===== src/rtl/dcoffset_pkg.sv =====
// Shared widths, reset code, FSM encoding and slew arithmetic for the DC-offset loader.
package dcoffset_pkg;

  localparam int DAC_W   = 12;
  localparam int FRAME_W = 16;
  localparam int ADDR_W  = 4;

  localparam logic [DAC_W-1:0] DC_ZERO = 12'h800;

  typedef enum logic [1:0] {IDLE, SLEW, ALIGN} state_e;

  typedef struct packed {
    logic [ADDR_W-1:0] addr;
    logic [DAC_W-1:0]  data;
  } frame_t;

  // One bounded move from cur toward tgt; the step is clipped to the remaining
  // distance, so the result can neither overshoot nor wrap.
  function automatic logic [DAC_W-1:0] slew_next(input logic [DAC_W-1:0] cur,
                                                 input logic [DAC_W-1:0] tgt,
                                                 input logic [DAC_W-1:0] step);
    logic [DAC_W:0]   diff;
    logic [DAC_W-1:0] mag;
    logic [DAC_W-1:0] delta;
    diff  = {1'b0, tgt} - {1'b0, cur};
    mag   = diff[DAC_W] ? (cur - tgt) : (tgt - cur);
    delta = (mag < step) ? mag : step;
    return diff[DAC_W] ? (cur - delta) : (cur + delta);
  endfunction

endpackage


===== src/rtl/dcoffset_loader_if.sv =====
// MCU serial link in, offset path strobe/data out.
interface dcoffset_loader_if;
  import dcoffset_pkg::*;

  logic             SCK;
  logic             SDI;
  logic             CS_n;
  logic [DAC_W-1:0] Dout;
  logic             EN;
  logic             Busy;
  logic             FrameErr;

  modport master (output SCK, SDI, CS_n, input Dout, EN, Busy, FrameErr);
  modport slave  (input SCK, SDI, CS_n, output Dout, EN, Busy, FrameErr);
endinterface


===== src/rtl/serial_frame_rx.sv =====
// 3-wire serial frame receiver: synchronizers, MSB-first shifter, bit count,
// one-cycle frame_valid on a 16-bit frame and frame_err on any other length.
module serial_frame_rx
  import dcoffset_pkg::*;
(
  input  logic   clk,
  input  logic   rst_n,
  input  logic   sck,
  input  logic   sdi,
  input  logic   cs_n,
  output logic   frame_valid,
  output frame_t frame,
  output logic   frame_err
);

  localparam int CNT_W = 5;
  localparam logic [CNT_W-1:0] CNT_FULL = CNT_W'(FRAME_W);
  localparam logic [CNT_W-1:0] CNT_SAT  = CNT_W'(FRAME_W + 1);

  // [1:0] is the two-flop synchronizer, [2] is the edge-detect history
  logic [2:0]         sck_sync_q, sck_sync_d;
  logic [2:0]         sdi_sync_q, sdi_sync_d;
  logic [2:0]         cs_sync_q, cs_sync_d;
  logic [FRAME_W-1:0] shreg_q, shreg_d;
  logic [CNT_W-1:0]   cnt_q, cnt_d;
  logic               fv_q, fv_d;
  logic               ferr_q, ferr_d;
  frame_t             frame_q, frame_d;
  logic               sck_rise, cs_fall, cs_rise;

  always_comb begin
    sck_sync_d = {sck_sync_q[1:0], sck};
    sdi_sync_d = {sdi_sync_q[1:0], sdi};
    cs_sync_d  = {cs_sync_q[1:0], cs_n};
    sck_rise   = sck_sync_q[1] & ~sck_sync_q[2];
    cs_fall    = ~cs_sync_q[1] & cs_sync_q[2];
    cs_rise    = cs_sync_q[1] & ~cs_sync_q[2];
    shreg_d    = shreg_q;
    cnt_d      = cnt_q;
    frame_d    = frame_q;
    fv_d       = 1'b0;
    ferr_d     = 1'b0;
    if (cs_fall) begin
      cnt_d = '0;
    end else if (sck_rise && !cs_sync_q[1]) begin
      shreg_d = {shreg_q[FRAME_W-2:0], sdi_sync_q[1]};
      if (cnt_q != CNT_SAT) cnt_d = cnt_q + 1'b1;
    end
    if (cs_rise) begin
      if (cnt_q == CNT_FULL) begin
        fv_d    = 1'b1;
        frame_d = frame_t'(shreg_q);
      end else begin
        ferr_d = 1'b1;
      end
    end
  end

  // CS_n history resets high so an idle bus produces no edge after reset
  always_ff @(posedge clk or negedge rst_n) begin
    if (!rst_n) begin
      sck_sync_q <= '0;
      sdi_sync_q <= '0;
      cs_sync_q  <= '1;
      shreg_q    <= '0;
      cnt_q      <= '0;
      frame_q    <= '0;
      fv_q       <= 1'b0;
      ferr_q     <= 1'b0;
    end else begin
      sck_sync_q <= sck_sync_d;
      sdi_sync_q <= sdi_sync_d;
      cs_sync_q  <= cs_sync_d;
      shreg_q    <= shreg_d;
      cnt_q      <= cnt_d;
      frame_q    <= frame_d;
      fv_q       <= fv_d;
      ferr_q     <= ferr_d;
    end
  end

  assign frame_valid = fv_q;
  assign frame       = frame_q;
  assign frame_err   = ferr_q;

endmodule


===== src/rtl/dcoffset_loader.sv =====
// DC-offset loader: slews the applied code toward the MCU target in bounded
// steps and strobes EN a fixed delay after each Dout update.
module dcoffset_loader
  import dcoffset_pkg::*;
#(
  parameter logic [ADDR_W-1:0] ADDR     = 4'hA,
  parameter int                STEP     = 16,
  parameter int                TICK_DIV = 64,
  parameter int                EN_DELAY = 2
)(
  input  logic              Clock,
  input  logic              Reset_n,
  dcoffset_loader_if.slave  bus
);

  localparam int PW = $clog2(TICK_DIV);
  localparam int AW = $clog2(EN_DELAY + 1);
  localparam logic [DAC_W-1:0] STEP_C = DAC_W'(STEP);

  logic             frame_valid;
  logic             frame_err;
  frame_t           frame;

  state_e           state_q, state_d;
  logic [PW-1:0]    presc_q, presc_d;
  logic [AW-1:0]    acnt_q, acnt_d;
  logic [DAC_W-1:0] cur_q, cur_d;
  logic [DAC_W-1:0] tgt_q, tgt_d;
  logic             en_q, en_d;
  logic             tick;

  serial_frame_rx u_rx (
    .clk         (Clock),
    .rst_n       (Reset_n),
    .sck         (bus.SCK),
    .sdi         (bus.SDI),
    .cs_n        (bus.CS_n),
    .frame_valid (frame_valid),
    .frame       (frame),
    .frame_err   (frame_err)
  );

  assign tick = (presc_q == PW'(TICK_DIV - 1));

  // ALIGN spans EN_DELAY+1 cycles so Busy is still high during the EN cycle
  always_comb begin
    presc_d = tick ? '0 : presc_q + 1'b1;
    state_d = state_q;
    cur_d   = cur_q;
    tgt_d   = tgt_q;
    acnt_d  = acnt_q;
    en_d    = 1'b0;
    if (frame_valid && frame.addr == ADDR) tgt_d = frame.data;
    unique case (state_q)
      IDLE: begin
        if (tgt_q != cur_q) state_d = SLEW;
      end
      SLEW: begin
        if (tgt_q == cur_q) begin
          state_d = IDLE;
        end else if (tick) begin
          cur_d   = slew_next(cur_q, tgt_q, STEP_C);
          acnt_d  = '0;
          state_d = ALIGN;
        end
      end
      ALIGN: begin
        acnt_d = acnt_q + 1'b1;
        if (acnt_q == AW'(EN_DELAY - 1)) en_d = 1'b1;
        if (acnt_q == AW'(EN_DELAY)) state_d = (cur_q != tgt_q) ? SLEW : IDLE;
      end
      default: state_d = IDLE;
    endcase
  end

  always_ff @(posedge Clock or negedge Reset_n) begin
    if (!Reset_n) begin
      state_q <= IDLE;
      presc_q <= '0;
      acnt_q  <= '0;
      cur_q   <= DC_ZERO;
      tgt_q   <= DC_ZERO;
      en_q    <= 1'b0;
    end else begin
      state_q <= state_d;
      presc_q <= presc_d;
      acnt_q  <= acnt_d;
      cur_q   <= cur_d;
      tgt_q   <= tgt_d;
      en_q    <= en_d;
    end
  end

  // Dout is the applied code itself; it only moves on a SLEW tick
  assign bus.Dout     = cur_q;
  assign bus.EN       = en_q;
  assign bus.Busy     = (state_q != IDLE) || (tgt_q != cur_q);
  assign bus.FrameErr = frame_err;

endmodule


===== src/flat_wrapper.sv =====
// flat-port wrapper written by rule: the top's interface ports become plain ports
module dcoffset_loader_flat import dcoffset_pkg::*;
#(
  parameter logic [ADDR_W-1:0] ADDR     = 4'hA,
  parameter int                STEP     = 16,
  parameter int                TICK_DIV = 64,
  parameter int                EN_DELAY = 2
)
  (Clock, Reset_n, bus_SCK, bus_SDI, bus_CS_n, bus_Dout, bus_EN, bus_Busy, bus_FrameErr);
  dcoffset_loader_if bus_i ();
  input  logic Clock;
  input  logic Reset_n;
  input wire logic [$bits(bus_i.SCK)-1:0] bus_SCK;
  input wire logic [$bits(bus_i.SDI)-1:0] bus_SDI;
  input wire logic [$bits(bus_i.CS_n)-1:0] bus_CS_n;
  output wire logic [$bits(bus_i.Dout)-1:0] bus_Dout;
  output wire logic [$bits(bus_i.EN)-1:0] bus_EN;
  output wire logic [$bits(bus_i.Busy)-1:0] bus_Busy;
  output wire logic [$bits(bus_i.FrameErr)-1:0] bus_FrameErr;
  assign bus_i.SCK = bus_SCK;
  assign bus_i.SDI = bus_SDI;
  assign bus_i.CS_n = bus_CS_n;
  assign bus_Dout = bus_i.Dout;
  assign bus_EN = bus_i.EN;
  assign bus_Busy = bus_i.Busy;
  assign bus_FrameErr = bus_i.FrameErr;
  dcoffset_loader #(.ADDR(ADDR), .STEP(STEP), .TICK_DIV(TICK_DIV), .EN_DELAY(EN_DELAY)) u_core (.Clock(Clock), .Reset_n(Reset_n), .bus(bus_i));
endmodule

===== config.mk =====
export PLATFORM = sky130hd
export DESIGN_NAME = dcoffset_loader_flat
export DESIGN_NICKNAME = d
export VERILOG_FILES = /design/src/rtl/dcoffset_pkg.sv /design/src/rtl/dcoffset_loader_if.sv /design/src/rtl/serial_frame_rx.sv /design/src/rtl/dcoffset_loader.sv /design/src/flat_wrapper.sv
export SDC_FILE = /design/constraint.sdc
export NUM_CORES = 1
export LEC_CHECK = 0
export ABC_CLOCK_PERIOD_IN_PS = 9000
export CAP_MARGIN = 10
export CORE_MARGIN = 2
export CORE_UTILIZATION = 50
export DETAILED_ROUTE_END_ITERATION = 10
export GPL_ROUTABILITY_DRIVEN = 0
export PLACE_DENSITY_LB_ADDON = 0.08
export SYNTH_ARGS = -nofsm -noshare
export SYNTH_HDL_FRONTEND = slang
export SYNTH_SLANG_ARGS = --single-unit

===== constraint.sdc =====
create_clock -name Clock -period 9 [get_ports Clock]
set_clock_uncertainty 0.1 [all_clocks]
set_input_delay 1.35 -clock Clock [delete_from_list [all_inputs] [get_ports Clock]]
set_output_delay 1.35 -clock Clock [all_outputs]
set_load 0.03 [all_outputs]

### After elaboration in Yosys (flattened, before gate mapping)

Cells that the tools add are included.

| storage, ports and cells | value |
|---|---|
| register bits after elaboration | 82 |
| output and inout port bits | 15 |
| logic and storage cells | 85 |

| operators by class | value |
|---|---|
| $add $sub $neg | 8 |
| reductions and logical operators | 15 |
| bitwise logic cells | 8 |
| multiplexer cells | 22 |
| $lt $le $gt $ge | 1 |
| equal/unequal tests | 16 |

Operators by type and width:

| operator | count |
|---|---|
| two-way mux 12 bit | 3 |
| subtractor 12 bit | 3 |
| inequality test 12 bit | 2 |
| two-way mux 5 bit | 3 |
| subtractor 12 x 12 -> 13 bit | 1 |
| adder 12 bit | 1 |
| == test 12 bit | 1 |
| < comparator 12 x 5 -> 1 bit (second input constant) | 1 |
| two-way mux 2 bit | 6 |
| AND reduction 3 bit | 3 |
| nonzero test 2 bit | 4 |
| two-way mux 1 bit | 7 |
| adder 6 x 1 -> 6 bit (second input constant) | 1 |
| == test 6 bit (second input constant) | 1 |
| two-way mux 6 bit | 1 |
| inequality test 2 x 1 -> 1 bit (second input constant) | 3 |
| one-hot mux 2 bit (3 select lines) | 1 |
| AND reduction 2 bit | 3 |
| adder 5 x 1 -> 5 bit (second input constant) | 1 |
| == test 5 bit (second input constant) | 1 |
| inequality test 5 bit (second input constant) | 1 |
| inverter 1 bit | 5 |
| == test 2 x 1 -> 1 bit (second input constant) | 2 |
| == test 2 bit (second input constant) | 2 |
| 10 further kinds | 13 |

### Depth between registers and ports, before layout

| logic depth | value |
|---|---|
| depth in word-level cells | 6 |
| depth in mapped cells | 27 |
| mapped depth without buffers | 26 |

### Modules after synthesis

A second synthesis with hierarchy kept.

| unflattened totals | value |
|---|---|
| cell total of the unflattened synthesis | 515 |
| area, all modules | 5144.9 µm² |

By module, submodules not included:

| module | sequential area each (µm²) | cells each | area each (µm²) | instances |
|---|---|---|---|---|
| dcoffset_loader | 878.3 | 400 | 3280.6 | 1 |
| serial_frame_rx | 1179.9 | 115 | 1864.3 | 1 |

### Worst setup path before layout

Ideal clock, no wire load.

| path | value |
|---|---|
| path kind | reg-to-reg |
| start | register u_core.cur_q[1], in the netlist u_core.bus.Dout[1] |
| end | register u_core.cur_q[11], in the netlist u_core.bus.Dout[11] |
| setup time | 82 ps |
| arrival time | 5466 ps |
| stages on the path, launching flop included | 24 |
| clock period less this slack | 5648 ps |
| required time | 8818 ps |
| setup slack | 3352 ps |
| cell sequence | dfrtp_1 -> inv_1 -> fa_1 -> a211oi_2 -> o21ai_2 -> o21a_4 -> or4_1 -> a211oi_2 -> nand4_1 -> nand3b_1 -> buf_2 -> a21o_1 -> ha_1 -> a21oi_1 -> ha_1 -> nor2b_1 -> o21ai_0 -> a21boi_0 -> o211a_1 -> o2111ai_1 -> a31oi_1 -> a31oi_1 -> o41ai_1 -> a211o_1 |

| on the way | value |
|---|---|
| cells in the longest elaborated chain, start to end | 6 |
| elaborated cells between the ends (all ways) | 12 |
| classes of those cells | 5 x add/sub; 1 x order compare; 1 x eq/ne; 3 x mux; 1 x bitwise; 1 x reduce/logical |

Ends and longest elaborated chain:

| item | RTL line | source |
|---|---|---|
| from (decl) | dcoffset_loader.sv:27 | `logic [DAC_W-1:0] cur_q, cur_d;` |
| from (signal assigned) | dcoffset_loader.sv:88 | `cur_q <= cur_d;` |
| subtractor 12 x 12 -> 13 bit / subtractor 12 bit (equally long branches) | dcoffset_pkg.sv:25, dcoffset_pkg.sv:26 |  |
| two-way mux 12 bit | dcoffset_pkg.sv:26 | `mag = diff[DAC_W] ? (cur - tgt) : (tgt - cur);` |
| < comparator 12 x 5 -> 1 bit | dcoffset_pkg.sv:27 | `delta = (mag < step) ? mag : step;` |
| two-way mux 12 bit | dcoffset_pkg.sv:27 |  |
| adder 12 bit / subtractor 12 bit (equally long branches) | dcoffset_pkg.sv:28 | `return diff[DAC_W] ? (cur - delta) : (cur + delta);` |
| two-way mux 12 bit | dcoffset_pkg.sv:28 |  |

Parallel ways exist; a longest one is shown, timed or not.
A chain may end at the register's enable or synchronous reset.

### Worst setup path after layout

Same ends and word-level chain as after synthesis.

==> out/qor.csv <==
stage;metric;value;unit
status;status;finished clean;
setup_path;start_kind;flop;
synth;muxShareOfSynthArea;0.0466;
place;hpwl;8030;microns
sta;maxSlewHeadroom;0.320;
routing;vias;3965;
grt;use_met2;0.341;
power_and_ir_drop;power.net_switching;0.158;mW
routing;dr.first_iter.drc_count;210;
grt;grt-ovfl-total;0;
clock_tree;cts_buffer_depth;2;
clock_tree;cts_resized;0;
power_and_ir_drop;power_frac_clock;0.404;
power_and_ir_drop;comb_power_share;0.036;
synth;synthArstFlopShare;1.00;
grt;antenna_found_initial;0;
sta;finalCritPeriodShare;0.715;
synth;synthFlopType;dfrtp_1;
sta;max_clock_freq;155;MHz
sta;setup_violations;0;
synth;syn_inst;566;
clock_tree;clock_sinks;82;
sta;finalHoldViolations;0;
routing;ant_nets;0;
floorplanning;die_h;106;microns
synth;ys_types;73;
routing;post_drt_wl_per_cell;15.0;microns
setup_path;worstSetupEndpointType;flop;
synth;ys_seq_area_frac;0.395;
sta;slew_violations;0;
place;numPortBuffers;19;
power_and_ir_drop;ir_drop;0.101;mV
setup_path;endpoint;u_core.bus.Dout[11]$_DFFE_PN1P_;
clock_tree;clk_pin_slew;0.09;ns
routing;route.detailed.vias_per_inst;5.52;
grt;grt_max_degree;83;
grt;grt_pass1_wl;18200;microns
setup_path;critPathMaxFanout;13;
grt;grt_use_met1;0.277;
setup_path;crit_type;reg -> reg;
clock_tree;root_buffer;clkbuf_8;
setup_path;r2r_setup_slack;2.56;ns
synth;syn_nets;619;
floorplanning;num_io_pins;20;
final_layout;utilization;0.555;
synth;synth_compound_area_frac;0.174;
final_layout;syn_to_final_growth;9.06;%
flow_run;cap_violations;0;
synth;synthSimpleGateAreaFrac;0.179;
routing;drtPass1Iterations;5;
sta;fin_crit;6.44;ns
synth;ys_warn_count;0;
floorplanning;dieArea;11200;sq um
power_and_ir_drop;p_int;0.537;mW
clock_tree;ctsHoldBuffers;0;
clock_tree;cts_buffers;9;
synth;synth-xor-area-share;0.0320;
clock_tree;htree_num_levels;3;
clock_tree;tritoncts;built;
clock_tree;clk_latency;0.35;ns
synth;synth_edf_count;0;
power_and_ir_drop;p_per_area;122;nW/um^2
final_layout;diodes;0;
floorplanning;start_util;0.509;
synth;synthAdderAreaFrac;0.120;
setup_path;crit_path_start;u_core.bus.Dout[1]$_DFFE_PN0P_;
power_and_ir_drop;pwr-share-seq;0.560;
floorplanning;coreArea;10200;sq um
routing;drt-total-wl;10800;microns
setup_path;reg2reg_from;u_core.bus.Dout[1]$_DFFE_PN0P_;
sta;setup_tns;0;ns
final_layout;nFillCells;900;
setup_path;worst_ep_required_time;9.17;ns
final_layout;nets;630;
synth;avgSynthCellArea;9.20;sq um
hold_path;hold_class;reg -> reg;
final_layout;drive_gt1_frac;0.107;
setup_path;r2r_cells;22;
floorplanning;rows;37;
grt;busiest_layer;met2;
sta;rsz0062_at_grt;no;
grt;grt_pass1_vias;3769;
synth;synth_area;5210;sq um
grt;met3_usage;0.0337;
power_and_ir_drop;p_leak;2.62;nW
setup_path;arrival;6.61;ns
clock_tree;post_cts_buffers;0;
synth;synth_top_family_by_area;simple AND/OR/NAND/NOR gates;
setup_path;r2r-end;u_core.bus.Dout[11]$_DFFE_PN1P_;
power_and_ir_drop;switching_share;0.227;
floorplanning;die_x;106;microns
sta;tightest_slew;1.02;ns
synth;ys_ff_latch;82;
grt;track_usage;0.205;
routing;drc;0;
final cells by class:
| cell class | instances | area, sq um | share of cell area |
|---|---|---|---|
| Tap cell | 136 | 170 | 0.0300 |
| Multi-Input combinational cell | 418 | 2870 | 0.505 |
| Clock inverter | 5 | 60.1 | 0.0106 |
| Timing Repair Buffer | 21 | 203 | 0.0357 |
| Clock buffer | 11 | 151 | 0.0267 |
| Sequential cell | 82 | 2060 | 0.362 |
| Inverter | 45 | 169 | 0.0297 |
synthesized netlist by cell type (4+ instances only):
library cell	n	area, sq um
nand2_1	104	390
dfrtp_1	77	1930
ha_1	45	563
inv_1	44	165
o21ai_0	37	185
a21oi_1	27	135
nor2_1	19	71.3
mux2_2	18	203
nand3_1	12	60.1
a21o_1	11	82.6
clkbuf_1	10	37.5
xnor2_1	10	87.6
nor2b_1	9	56.3
xor2_1	9	78.8
nor3_1	8	40.0
a31oi_1	6	37.5
buf_2	6	30.0
dfstp_2	5	131
nand2b_1	5	31.3
nand4_1	5	31.3
o211ai_1	5	37.5
o22ai_1	5	31.3
o31ai_1	5	37.5
and2_1	4	25.0
mux2i_1	4	40.0
nand3b_1	4	30.0
o21a_1	4	30.0
o21ai_1	4	20.0
sequential cells by signal (all words and copies together), names as in the netlist:
signal / cells
u_core.u_rx.sck_sync_q: 3
u_core.bus.Dout: 12
u_core.tgt_q: 12
u_core.acnt_q: 2
u_core.bus.EN: 1
u_core.u_rx.sdi_sync_q: 2
u_core.u_rx.cnt_q: 5
u_core.state_q: 2
u_core.u_rx.frame_err: 1
u_core.u_rx.frame_valid: 1
u_core.u_rx.shreg_q: 16
u_core.u_rx.cs_sync_q: 3
u_core.u_rx.frame: 16
u_core.presc_q: 6
worst min-delay path by stage:
stage                                                    from                             endpoint  slack (ns)  cells after the start
after CTS                 u_core.u_rx.sdi_sync_q[0]$_DFF_PN0_  u_core.u_rx.sdi_sync_q[1]$_DFF_PN0_        0.24                      0
after detailed placement  u_core.u_rx.sdi_sync_q[0]$_DFF_PN0_  u_core.u_rx.sdi_sync_q[1]$_DFF_PN0_        0.24                      0
after floorplan           u_core.u_rx.sck_sync_q[0]$_DFF_PN0_  u_core.u_rx.sck_sync_q[1]$_DFF_PN0_        0.23                      0
final                     u_core.u_rx.sdi_sync_q[0]$_DFF_PN0_  u_core.u_rx.sdi_sync_q[1]$_DFF_PN0_        0.24                      0
after global routing       u_core.u_rx.cs_sync_q[0]$_DFF_PN1_   u_core.u_rx.cs_sync_q[1]$_DFF_PN1_        0.27                      0
after global placement    u_core.u_rx.sdi_sync_q[0]$_DFF_PN0_  u_core.u_rx.sdi_sync_q[1]$_DFF_PN0_        0.23                      0
worst max-delay path, cell delays in order, from the launching register on:
cell,delay [ns]
dfrtp_1,0.53
inv_1,0.13
fa_1,0.51
a211oi_2,0.28
o21ai_2,0.14
o21ai_2,0.40
a21boi_2,0.11
or3_2,0.46
o211ai_1,0.27
nand3b_1,0.39
or2_2,0.43
ha_1,0.28
a21oi_1,0.24
ha_1,0.28
nor2b_1,0.13
o21ai_0,0.19
a21boi_0,0.18
o211a_1,0.25
o2111ai_1,0.25
a31oi_1,0.22
a31oi_1,0.21
o41ai_1,0.10
a211o_1,0.29
per-layer routing:
metal / part of all wire / routed length (microns) / up-vias
met5: 0 / 0 / -
met3: 0.036 / 392 / 10
met4: 0.012 / 131 / 0
met2: 0.48 / 5140 / 85
li1: - / - / 1997
met1: 0.47 / 5120 / 1873
power groups by stage:
stage / Clock (mW) / Combinational, mW / Sequential [mW]
2_1_floorplan: 0 / 0.0136 / 0.395
3_3_place_gp: 0 / 0.0249 / 0.396
3_5_place_dp: 0 / 0.0257 / 0.397
4_1_cts: 0.289 / 0.0258 / 0.389
5_1_grt: 0.307 / 0.0284 / 0.391
6_report: 0.281 / 0.0248 / 0.390
cell families after synthesis:
group | Yosys count
DFF | 82
and+or+nand+nor | 194
buffers and inverters | 66
muxes | 22
adders and majority gates | 48
xor gates and xnor gates | 19
AOI/OAI and AO/OA | 135
layout by cell type (no fill, tap or decap), types with 5 or more instances in the layout:
master           instances
nand4_1                  5
clkbuf_8                11
nand2b_1                 5
o22ai_1                  5
xor2_1                   9
nand3_1                 12
clkdlybuf4s50_1         18
o211ai_1                 5
mux2_2                  18
o31ai_1                  5
nor3_1                   8
o21ai_0                 37
nor2_1                  19
xnor2_1                 10
dfstp_2                  5
a31oi_1                  6
a21oi_1                 27
dfrtp_1                 77
inv_1                   44
nand2_1                104
ha_1                    45
a21o_1                  11
nor2b_1                  9
stage by stage:
step	std cells	instance area, sq um	worst slack (ns)	hold slack (ns)	power, mW
2_1_floorplan	566	5210	3.35	0.231	0.408
3_3_place_gp	702	5470	2.84	0.234	0.421
3_5_place_dp	702	5470	2.67	0.237	0.422
4_1_cts	718	5680	2.64	0.244	0.704
5_1_grt	718	5680	2.09	0.269	0.727
6_report	718	5680	2.56	0.241	0.695
Power figures use the tool's default switching activity.
